**config.mk**
```make
export PLATFORM = sky130hd
export DESIGN_NAME = uart_cmd_decoder
export DESIGN_NICKNAME = d
export VERILOG_FILES = /design/src/rtl/uart_cmd_pkg.sv /design/src/rtl/uart_cmd_decoder.sv
export SDC_FILE = /design/constraint.sdc
export NUM_CORES = 1
export LEC_CHECK = 0
export BUFFER_PORTS_ARGS = -buffer_cell sky130_fd_sc_hd__buf_2
export CAP_MARGIN = 20
export CORE_MARGIN = 5
export CORE_UTILIZATION = 53
export CTS_BUF_LIST = sky130_fd_sc_hd__clkbuf_2 sky130_fd_sc_hd__clkbuf_4 sky130_fd_sc_hd__clkbuf_8
export DETAILED_ROUTE_END_ITERATION = 16
export HOLD_SLACK_MARGIN = 0.02
export PLACE_DENSITY = 0.82
export SLEW_MARGIN = 5
export SYNTH_ARGS = -nofsm -noshare
export SYNTH_HDL_FRONTEND = slang
export SYNTH_SLANG_ARGS = --single-unit
```
**constraint.sdc**
```tcl
create_clock -name clk -period 2.39 [get_ports clk]
set_input_delay 0.1195 -clock clk [delete_from_list [all_inputs] [get_ports clk]]
set_output_delay 0.1195 -clock clk [all_outputs]
set_load 0.03 [all_outputs]
```
**src/rtl/uart_cmd_pkg.sv**
```systemverilog
// Shared definitions for the UART command decoder and the register logic that consumes its commands.
package uart_cmd_pkg;

  typedef enum logic [2:0] {
    StHunt,
    StOp,
    StAddr,
    StData,
    StChk,
    StHold
  } state_e;

  localparam logic [7:0]  SYNC_BYTE_DEFAULT = 8'hA5;
  // SYNC + OP + ADDR + 4 data bytes + CHK
  localparam int unsigned FRAME_LEN         = 8;

  localparam logic [7:0] OP_NOP        = 8'h00;
  localparam logic [7:0] OP_WRITE      = 8'h01;
  localparam logic [7:0] OP_READ       = 8'h02;
  localparam logic [7:0] OP_GLITCH_ARM = 8'h10;
  localparam logic [7:0] OP_EXI_XFER   = 8'h20;

endpackage

```
**src/rtl/uart_cmd_decoder.sv**
```systemverilog
// Frames SYNC/OP/ADDR/D0..D3/CHK packets from the UART byte stream and presents validated
// commands on a valid/ready interface; bad or truncated packets are dropped with error pulses.
module uart_cmd_decoder
  import uart_cmd_pkg::*;
#(
  parameter logic [7:0]  SYNC_BYTE  = SYNC_BYTE_DEFAULT,
  parameter int unsigned DATA_BYTES = 4
) (
  input  logic        clk,
  input  logic        rst_n,
  input  logic        rx_ready,
  input  logic [7:0]  rx_data,
  input  logic        rx_eop,
  output logic        cmd_valid,
  input  logic        cmd_ready,
  output logic [7:0]  cmd_op,
  output logic [7:0]  cmd_addr,
  output logic [31:0] cmd_data,
  output logic        err_chk,
  output logic        err_frame,
  output logic        err_ovr,
  output logic        busy
);

  localparam logic [1:0] LastIdx = 2'(DATA_BYTES - 1);

  state_e      state_q;
  logic [7:0]  acc_q;
  logic [1:0]  cnt_q;
  logic [7:0]  op_q;
  logic [7:0]  addr_q;
  logic [31:0] data_q;

  logic sync_hit;
  assign sync_hit = rx_ready && (rx_data == SYNC_BYTE);
  assign busy     = (state_q != StHunt);

  always_ff @(posedge clk or negedge rst_n) begin
    if (!rst_n) begin
      state_q   <= StHunt;
      acc_q     <= '0;
      cnt_q     <= '0;
      op_q      <= '0;
      addr_q    <= '0;
      data_q    <= '0;
      cmd_valid <= 1'b0;
      cmd_op    <= '0;
      cmd_addr  <= '0;
      cmd_data  <= '0;
      err_chk   <= 1'b0;
      err_frame <= 1'b0;
      err_ovr   <= 1'b0;
    end else begin
      err_chk   <= 1'b0;
      err_frame <= 1'b0;
      err_ovr   <= 1'b0;
      unique case (state_q)
        StHunt: begin
          if (sync_hit) begin
            state_q <= StOp;
            acc_q   <= '0;
            cnt_q   <= '0;
          end
        end
        StOp: begin
          if (rx_ready) begin
            op_q    <= rx_data;
            acc_q   <= acc_q ^ rx_data;
            state_q <= StAddr;
          end else if (rx_eop) begin
            err_frame <= 1'b1;
            state_q   <= StHunt;
          end
        end
        StAddr: begin
          if (rx_ready) begin
            addr_q  <= rx_data;
            acc_q   <= acc_q ^ rx_data;
            state_q <= StData;
          end else if (rx_eop) begin
            err_frame <= 1'b1;
            state_q   <= StHunt;
          end
        end
        StData: begin
          if (rx_ready) begin
            // Little-endian: first payload byte lands in [7:0]
            data_q[{cnt_q, 3'b000} +: 8] <= rx_data;
            acc_q <= acc_q ^ rx_data;
            cnt_q <= cnt_q + 2'd1;
            if (cnt_q == LastIdx) state_q <= StChk;
          end else if (rx_eop) begin
            err_frame <= 1'b1;
            state_q   <= StHunt;
          end
        end
        StChk: begin
          if (rx_ready) begin
            if (rx_data == acc_q) begin
              cmd_op    <= op_q;
              cmd_addr  <= addr_q;
              cmd_data  <= data_q;
              cmd_valid <= 1'b1;
              state_q   <= StHold;
            end else begin
              err_chk <= 1'b1;
              state_q <= StHunt;
            end
          end else if (rx_eop) begin
            err_frame <= 1'b1;
            state_q   <= StHunt;
          end
        end
        StHold: begin
          // cmd_valid is always high here, so cmd_ready alone marks the transfer
          if (cmd_ready) begin
            cmd_valid <= 1'b0;
            if (sync_hit) begin
              state_q <= StOp;
              acc_q   <= '0;
              cnt_q   <= '0;
            end else begin
              state_q <= StHunt;
            end
          end else if (rx_ready) begin
            err_ovr <= 1'b1;
          end
        end
        default: state_q <= StHunt;
      endcase
    end
  end

endmodule

```
==> metrics.cfg <==
[sta]
worst_slack_ns = 0.1740
drv_slew = 0
period_minus_slack_ns = 2.216
max_slew.worst_pin.slew_ns = 0.6754
rsz0062_at_grt = no
setup_tns_ns = 0
clock_skew_ns = 0.01012
setup_violations = 0
fmax_mhz = 451.3
slew-limit-headroom = 0.5493
hold_violations = 0
fin_crit_sh = 0.9272

[clock_network]
clk_latency_ns = 0.43
cts_tree = yes
cts_max_level = 4
cts_sinks = 113
clkTransAtPathRegs_ns = 0.08
cts_resized = 0
clock_path_buffers = 2
cts_hold_buf = 3
numCtsBuffers = 17
cts_setup_buffers = 0
cts_root_buf = clkbuf_8

[power_and_ir_drop]
peakVddDrop_uv = 506.5
p_clk_frac = 0.298
p_leak_nw = 3.065
seq_power_share = 0.459
switchingPower_mw = 1.907
p_int_mw = 3.807
combinationalPowerShare = 0.243
powerDensity_nw_per_um2 = 972.1
total_power_mw = 5.714
switching_share = 0.3337

[synth]
synthDominantCellAreaShare = 0.5714
yosys_register_bits = 113
ys_warn_count = 0
synth_ff_type = dfrtp_1
synth-seq-area-share = 0.5714
synthTopCellsByCount = 113 x dfrtp_1, 85 x nand2_1, 47 x mux2_4
avgSynthCellArea_um2 = 12.37
async_flop_share = 1.000
synth_edf_count = 0
ys_top_cells_by_area = dfrtp_1 57%, mux2_4 14%, nand2_1 6.4%
syn_inst = 400
synth.largest_area_cell = dfrtp_1
yosysMostFrequentCell = dfrtp_1
synth_cell_type_count = 38
syn-cell-area_um2 = 4948
synth_nets = 419

[routing]
vias_per_cell = 5.430
drtIter0Drc = 158
drc = 0
drt_wl_total_um = 10630
drtAntennaViolNets = 0
drt-pass1-iter-count = 7
num_vias = 3296
wl_per_cell_um = 17.50

[die]
core-area_um2 = 9153
die_x_um = 106.6
die_y_um = 106.6
num_rows = 35
io_pins = 66
design.die.area_um2 = 11370
start_util = 0.5407

[worst_setup_path]
regToRegSetupSlack_ns = 0.17
critical_path_class = reg2reg
crit_chain = and2b_1 > nand3b_1 > or4_2 > buf_4 > mux2_4
arrival_ns = 2.53
crit_path_start_kind = flop
critPathMaxStageDelay_ns = 0.74
path_buf_inv = 1
critPathSlowestCell = or4_2
crit_path_max_fanout = 19
crit_family = simple AND/OR/NAND/NOR gates
cp.required_ns = 2.70
end_kind = flop

[final_layout]
fin_nets = 502
fin_cells = 607
nFillCells = 670
diodes = 0
area_growth_pct = 18.79
drive_above_1_share = 0.3770

[place]
dp.cells = 572
io_buffer_count = 65
hpwl_um = 7245
place_congestion = 0.8036
pre_cts_ws_ns = 0.2235

[global_route]
track_usage = 0.1960
gr-total-overflow = 0
antenna_found_initial = 0
grt_pass1_wl_um = 17240
grt_max_degree = 56
grt_pass1_vias = 3301

[status]
status = finished clean

[flow_run]
cap_violations = 0

[min_path]
hold_path.class = in2reg

[area by class of cell]
| cell class | instances | area [um2] | area share |
|---|---|---|---|
| Sequential cell | 113 | 2828 | 0.4811 |
| Timing Repair Buffer | 89 | 540.5 | 0.09195 |
| Clock inverter | 15 | 150.1 | 0.02554 |
| Tap cell | 111 | 138.9 | 0.02363 |
| Inverter | 4 | 15.01 | 0.002554 |
| Multi-Input combinational cell | 258 | 1972 | 0.3355 |
| Clock buffer | 17 | 234.0 | 0.03980 |
[through the flow]
step | hold slack [ns] | area (um2) | util
floorplan | -0.1761 | 4949 | -
CTS | 0.07361 | 5878 | 0.6422
global route | 0.08412 | 5878 | 0.6422
detailed placement | 0.04503 | 5464 | 0.5970
global placement | 0.03955 | 5464 | 0.5970
finish | 0.09328 | 5878 | 0.6422
[state kept, by name (all words and copies together) (netlist names), 2 cells and up]
| register | cells |
|---|---|
| acc_q | 8 |
| addr_q | 8 |
| cmd_addr | 8 |
| cmd_data | 32 |
| cmd_op | 8 |
| cnt_q | 2 |
| data_q | 32 |
| op_q | 8 |
| state_q | 3 |
[worst reg2reg max path, delay by kind of cell (launching register included)]
kind / cells / cell delay (ns)
multiplexers: 1 / 0.34
buffers and inverters: 1 / 0.28
AND/OR/NAND/NOR: 3 / 1.09
flip-flops: 1 / 0.39
[layer usage]
layer	up-vias	routed length, um	GRT usage
met5	-	0	0
met4	0	246	0.07763
met3	27	652	0.05539
met2	112	5236	0.3035
met1	1612	4490	0.2627
li1	1545	-	-
[power by group through the flow]
stage	clock network [mW]	registers (mW)	logic [mW]
after floorplan	0	2.58	0.973
after global placement	0	2.62	1.29
after detailed placement	0	2.66	1.36
after CTS	1.74	2.62	1.39
after global routing	1.83	2.67	1.54
final	1.70	2.62	1.39
[layout by cell type, fill, tap and decap left out, drive strengths merged, types with 3 or more instances in the layout]
cell / netlist / layout
dfrtp: 113 / 113
mux2i: 6 / 6
ha: 6 / 6
nand3: 7 / 7
nand2: 85 / 85
inv: 4 / 11
clkinv: 0 / 5
and4b: 3 / 3
nor2: 3 / 3
dlygate4sd3: 0 / 3
o21ai: 40 / 40
buf: 8 / 86
nor3b: 6 / 6
nor3: 5 / 5
clkbuf: 17 / 17
xnor2: 9 / 9
mux2: 65 / 65
[logic make-up after synthesis]
group                      count (synthesis)  synth area share
DFF                                      113            0.5714
muxes                                     71            0.1957
adders and majority gates                  6           0.01517
buffers and inverters                     29           0.03034
xor gates and xnor gates                   9           0.01593
AOI/OAI and AO/OA                         51           0.05815
and+or+nand+nor                          121            0.1133
[final timing paths]
kind                                                 end  cells after the start                    from
worst max-delay path            cmd_data[18]$_DFFE_PN0P_                      5  state_q[1]$_DFFE_PN0P_
worst min-delay path              state_q[1]$_DFFE_PN0P_                      2                rx_ready
worst min register to register     data_q[9]$_DFFE_PN0P_                      2   data_q[9]$_DFFE_PN0P_
min in group asynchronous          addr_q[7]$_DFFE_PN0P_                      2                   rst_n
worst max register to register  cmd_data[18]$_DFFE_PN0P_                      5  state_q[1]$_DFFE_PN0P_
max in group asynchronous         data_q[27]$_DFFE_PN0P_                      3                   rst_n
No activity file was read; power rests on OpenSTA's default activity.
